File: src/rtl/btn_ctrl.sv
// Two-button front end for the cnt500 stopwatch: sync, debounce, edge detect, run/stop FSM.
// Define TOGGLE_BTN_EN to make btn_start toggle between start and stop.
module btn_ctrl #(
  parameter int unsigned DB_CYCLES = 4
) (
  input  logic CLK,
  input  logic RSTN,
  input  logic btn_start,
  input  logic btn_stop,
  output logic start,
  output logic stop,
  output logic running
);

  localparam int unsigned DBW = $clog2(DB_CYCLES + 1);

  typedef enum logic {STOPPED, RUN} state_e;

  // Bit 0 carries btn_start, bit 1 carries btn_stop.
  logic [1:0]     s1_q, s2_q;
  logic [1:0]     db_q, db_d, db_dly_q;
  logic [DBW-1:0] cnt_q [2];
  logic [DBW-1:0] cnt_d [2];
  logic [1:0]     rise;
  logic           toggle_stop;

  state_e state_q;
  logic   start_q, stop_q, running_q;

  always_comb begin
    db_d = db_q;
    for (int unsigned i = 0; i < 2; i++) begin
      cnt_d[i] = '0;
      if (s2_q[i] != db_q[i]) begin
        if (cnt_q[i] == DBW'(DB_CYCLES - 1)) db_d[i] = s2_q[i];
        else                                 cnt_d[i] = cnt_q[i] + DBW'(1);
      end
    end
  end

  always_ff @(posedge CLK or negedge RSTN) begin
    if (!RSTN) begin
      s1_q     <= '0;
      s2_q     <= '0;
      db_q     <= '0;
      db_dly_q <= '0;
      cnt_q[0] <= '0;
      cnt_q[1] <= '0;
    end else begin
      s1_q     <= {btn_stop, btn_start};
      s2_q     <= s1_q;
      db_q     <= db_d;
      db_dly_q <= db_q;
      cnt_q[0] <= cnt_d[0];
      cnt_q[1] <= cnt_d[1];
    end
  end

  // Press events are combinational off registered levels so the pulse lands DB_CYCLES+3 edges after the raw rise.
  assign rise = db_q & ~db_dly_q;

`ifdef TOGGLE_BTN_EN
  assign toggle_stop = rise[0];
`else
  assign toggle_stop = 1'b0;
`endif

  always_ff @(posedge CLK or negedge RSTN) begin
    if (!RSTN) begin
      state_q   <= STOPPED;
      start_q   <= 1'b0;
      stop_q    <= 1'b0;
      running_q <= 1'b0;
    end else begin
      start_q <= 1'b0;
      stop_q  <= 1'b0;
      case (state_q)
        STOPPED: begin
          // A concurrent stop press wins, so nothing happens here.
          if (rise[0] && !rise[1]) begin
            start_q   <= 1'b1;
            running_q <= 1'b1;
            state_q   <= RUN;
          end
        end
        RUN: begin
          if (rise[1] || toggle_stop) begin
            stop_q    <= 1'b1;
            running_q <= 1'b0;
            state_q   <= STOPPED;
          end
        end
        default: begin
          state_q   <= STOPPED;
          running_q <= 1'b0;
        end
      endcase
    end
  end

  assign start   = start_q;
  assign stop    = stop_q;
  assign running = running_q;

endmodule
File: config.mk
export PLATFORM = sky130hd
export DESIGN_NAME = btn_ctrl
export DESIGN_NICKNAME = d
export VERILOG_FILES = /design/src/rtl/btn_ctrl.sv
export SDC_FILE = /design/constraint.sdc
export NUM_CORES = 1
export LEC_CHECK = 0
export CORE_MARGIN = 2
export CORE_UTILIZATION = 45
export CTS_CLUSTER_SIZE = 16
export DETAILED_ROUTE_END_ITERATION = 7
export GPL_TIMING_DRIVEN = 0
export MAX_ROUTING_LAYER = met4
export PLACE_DENSITY = 0.66
export SYNTH_ARGS = -nofsm -noshare
export SYNTH_HDL_FRONTEND = slang
export SYNTH_SLANG_ARGS = --single-unit
export TNS_END_PERCENT = 5
File: constraint.sdc
create_clock -name CLK -period 1.6 [get_ports CLK]
set_input_delay 0.4 -clock CLK [delete_from_list [all_inputs] [get_ports CLK]]
set_output_delay 0.4 -clock CLK [all_outputs]
set_load 0.02 [all_outputs]
* After elaboration in Yosys (flattened, before gate mapping)
Cells that the tools add are included.
Storage, ports and cells: memories 0, RAM bits 0, register bits 18, bits in read-only memories 0, bits in latches 0, output and inout bits 3
Cells by class: div/mod/pow operators 0, muxes and demuxes 13, magnitude comparators 0, equal/unequal tests 6, add/subtract/negate cells 2, multipliers 0, reduce and logical (&&, ||, !) cells 5, bitwise gates (word level) 3, shift operators 0
Operators by type and width (number):
- 3-bit two-way mux | 4
- 1-bit two-way mux | 7
- 3-bit by 1-bit adder with 3-bit output, second input constant | 2
- 3-bit by 2-bit == test with 1-bit output, second input constant | 2
- 2-bit AND reduction | 3
- 2-bit != test, second input constant | 2
- 1-bit case mux with 2 select lines | 2
- 2-bit bitwise AND | 1
- 1-bit != test | 2
- 2-bit NOT | 1
- 1-bit logical AND | 1
- 1-bit zero test | 1
- 1-bit NOT | 1

* Depth between registers and ports, before layout
word-level depth 6, mapped depth 3

* Worst setup path before layout
No wires, ideal clock.
kind register to register, start point register cnt_q[0] (netlist bit), end point register db_q[1], data arrival time 1.012 ns, required time 1.475 ns, slack 0.463 ns, period minus slack after synthesis 1.137 ns, stages on the path, launching flop included 4, path through dfrtp_1 ha_1 nor2b_1 mux2_2
Between the ends: word-level cells in the longest chain between the ends 2
RTL lines:
- start, declared | line 22 | logic [DBW-1:0] cnt_q [2];
- 3-bit by 2-bit == test with 1-bit output | line 35 | if (cnt_q[i] == DBW'(DB_CYCLES - 1)) db_d[i] = s2_q[i];
- 2-bit AND reduction (no line)
- end signal, assigned | line 45 | db_q <= '0;
- end signal, assigned | line 52 | db_q <= db_d;
- end, declared | line 21 | logic [1:0] db_q, db_d, db_dly_q;
Every way passes these cells. A chain may end at the register's enable or synchronous reset.

* Worst setup path after layout
start point register running_q (netlist: running), end point output running
RTL lines:
- start, declared | line 28 | logic start_q, stop_q, running_q;
- start signal, assigned | line 73 | running_q <= 1'b0;
- start signal, assigned | line 82 | running_q <= 1'b1;
- start signal, assigned | line 89 | running_q <= 1'b0;
- end, declared | line 12 | output logic running
No word-level cell between the ends.

==> results.toml <==
[status]
status = "finished, final reports clean"

[layout]
utilization_pct = 56.98
nNetsFinal = 57
area_growth_pct = 17.42
fillCellCount = 110
drive_gt1_share_pct = 18.00
antenna_cells = 0

[global_routing]
grt_max_degree = 19
antenna_found_initial = 0
grt-ovfl-total = 0
grtUsageTotal_pct = 13.53
grt_pass1_wl_um = 1593
grt_pass1_vias = 361

[timing]
fin_setup_tns_ns = 0
fin_crit_ns = 1.387
setup_viol = 0
maxSlewViolCount = 0
fin_crit_sh_pct = 86.66
maxSlewHeadroom_pct = 49.18
finalClockSkew_ns = 0.003510
final_hold_viol_count = 0
rsz0062_at_grt = "no"
finalWorstSetupSlack_ns = 0.2134
whs_ns = 0.3601
tightest_slew_ns = 0.7599
fmax_ghz = 0.7212

[route]
ant_nets = 0
routedWlPerCell_um = 13.08
routed_wl_um = 850
dr.pass1.iters = 2
routed-via-count = 339
drt_iter0_drc = 2
drcViolationCount = 0
viasPerCell = 5.215

[critical_path]
crit_chain = "dlygate4sd2_1"
cp.depth = 1
crit_type = "flip-flop to output port"
start_kind = "flip-flop"
critical_path.slowest_cell = "dfrtp_1"
cp-end-kind = "output port"
cpPeakStageDelay_ns = 0.38
path_buf_inv = 1
cp_top_family = "flip-flops"
cp_max_fo = 2
arrival_ns = 0.99
cp.required_ns = 1.20
rr_worst_depth = 3

[cts]
clock-sinks = 18
cts_tree = "built"
cts_buffers = 3
clk_latency_ns = 0.29
cts.htree.levels = 1
clk_path_buf_depth = 2
clk_pin_slew_worst_paths_ns = 0.10
cts_root_buffer = "clkbuf_4"

[placement]
pre_cts_ws_ns = 0.1961
place.gp.congestion = 0.5787
dp_hpwl_um = 635.7
io_buffers = 6

[power_and_ir_drop]
p_int_mw = 0.9276
p_sw_mw = 0.4077
power_mw = 1.335
switching_share_pct = 30.53
seqPwrFrac_pct = 52.8
p_leak_nw = 0.3564
clockPowerShare_pct = 20.4
comb_power_share_pct = 26.8
power_density_nw_per_um2 = 1779
peakVddDrop_v = 0.0008210

[synth]
synth-seq-cells = 18
yosys_warnings = 0
synth.distinct_cells = 15
synth_top_family_by_area = "simple AND/OR/NAND/NOR gates"
synth_compound_area_share_pct = 1.957
synth_fp_nets = 46
synthXorXnorAreaFrac_pct = 2.740
ys_seq_area_share_pct = 70.45
syn_avg_cell_area_sq_um = 15.98
synth_mux_area_share_pct = 3.523
yosys.area_share.simple_pct = 16.83
synthCells = 40
netlist_area_sq_um = 639.4
synth_fa_ha_area_share_pct = 3.914

[floorplanning]
io_pins = 7
dieArea_sq_um = 1738
die_h_um = 41.70
core_area_sq_um = 1318
start_util_pct = 48.53
die_w_um = 41.70
rows = 13

[flow_run]
max_cap_violations = 0

[min_path]
hold_depth = 0
holdCritPathClass = "flip-flop to flip-flop"
-- state kept, by name, summed over array words and instances (netlist names), 2 cells and up --
name	cells
s2_q	2
db_dly_q	2
db_q	2
s1_q	2
cnt_q	6
-- Yosys cell counts --
cell | instances | share of area, %
and2_2 | 1 | 1.2
nor3_1 | 2 | 1.6
nor3b_1 | 4 | 4.7
or2_1 | 1 | 0.98
nor2b_4 | 1 | 2.2
nor4b_4 | 1 | 3.7
nor2_1 | 1 | 0.59
a21boi_1 | 1 | 1.2
a21oi_1 | 1 | 0.78
inv_1 | 1 | 0.59
ha_1 | 2 | 3.9
dfrtp_1 | 18 | 70
nor2b_1 | 2 | 2.0
mux2_2 | 2 | 3.5
xnor2_1 | 2 | 2.7
-- cell type report --
cell class | instances | area (sq um) | area share [%]
sequential | 18 | 450.4 | 60.00
multi-input combinational | 21 | 185.2 | 24.67
timing repair buffer | 6 | 56.30 | 7.500
clock buffer | 4 | 36.28 | 4.833
tap | 15 | 18.77 | 2.500
inverter | 1 | 3.754 | 0.5000
-- kinds of logic after synthesis --
group,Yosys count
DFF,18
and+or+nand+nor,13
AOI/OAI and AO/OA,2
xor gates and xnor gates,2
muxes,2
adders and majority gates,2
buffers and inverters,1
-- placed cells by master (no fill, tap or decap) --
cell | netlist | layout
nor2b_4 | 1 | 1
a21oi_1 | 1 | 1
dlygate4sd2_1 | 0 | 3
nor2b_1 | 2 | 2
nor3_1 | 2 | 2
a21boi_1 | 1 | 1
or2_1 | 1 | 1
clkbuf_4 | 0 | 3
dfrtp_1 | 18 | 18
clkbuf_8 | 0 | 1
clkdlybuf4s50_1 | 0 | 3
and2_2 | 1 | 1
ha_1 | 2 | 2
mux2_2 | 2 | 2
xnor2_1 | 2 | 2
nor2_1 | 1 | 1
inv_1 | 1 | 1
nor4b_4 | 1 | 1
nor3b_1 | 4 | 4
-- through the flow --
stage | cell area (sq um) | instances
2_1_floorplan | 639.4 | 40
3_3_place_gp | 718.2 | 61
3_5_place_dp | 718.2 | 61
4_1_cts | 750.7 | 65
5_1_grt | 750.7 | 65
6_report | 750.7 | 65
-- power groups by stage --
stage          sequential (mW)  clock (mW)  combinational [mW]
6_report                 0.705       0.273               0.357
5_1_grt                  0.731       0.301               0.395
4_1_cts                  0.709       0.282               0.366
3_5_place_dp             0.717           0               0.388
3_3_place_gp             0.702           0               0.360
2_1_floorplan            0.729           0               0.232
-- final timing paths --
path                                      from                  end  slack, ns
hold / removal               s1_q[0]$_DFF_PN0_    s2_q[0]$_DFF_PN0_       0.36
setup reg to reg            cnt_q[3]$_DFF_PN0_  db_q[0]$_DFFE_PN0P_       0.36
max in group asynchronous                 RSTN   cnt_q[2]$_DFF_PN0_       0.58
hold reg to reg              s1_q[0]$_DFF_PN0_    s2_q[0]$_DFF_PN0_       0.36
min in group asynchronous                 RSTN   cnt_q[5]$_DFF_PN0_       0.55
setup / recovery           running$_DFFE_PN0P_              running       0.21
-- worst register-to-register path, delay by kind of cell (launching register included) --
family / cells / cell delay, ns
adders and majority gates: 1 / 0.17
DFF: 1 / 0.36
muxes: 1 / 0.37
and+or+nand+nor: 1 / 0.24
-- repair_timing --
action,CTS,global route
endpoints found under the setup margin,3,0
gates resized for setup,3,0
hold endpoints to repair,0,0
setup buffers,0,0
hold buffers,0,0
-- per-layer routing --
| layer | wire length [um] | vias to the layer above | part of all wire (%) | track usage, % |
|---|---|---|---|---|
| met5 | 0 | - | 0 | - |
| met1 | 305 | 170 | 36 | 13.65 |
| li1 | - | 156 | - | - |
| met4 | 37 | 0 | 4.4 | 11.61 |
| met2 | 473 | 9 | 56 | 22.19 |
| met3 | 33 | 4 | 3.9 | 2.609 |
Power figures use the tool's default switching activity.
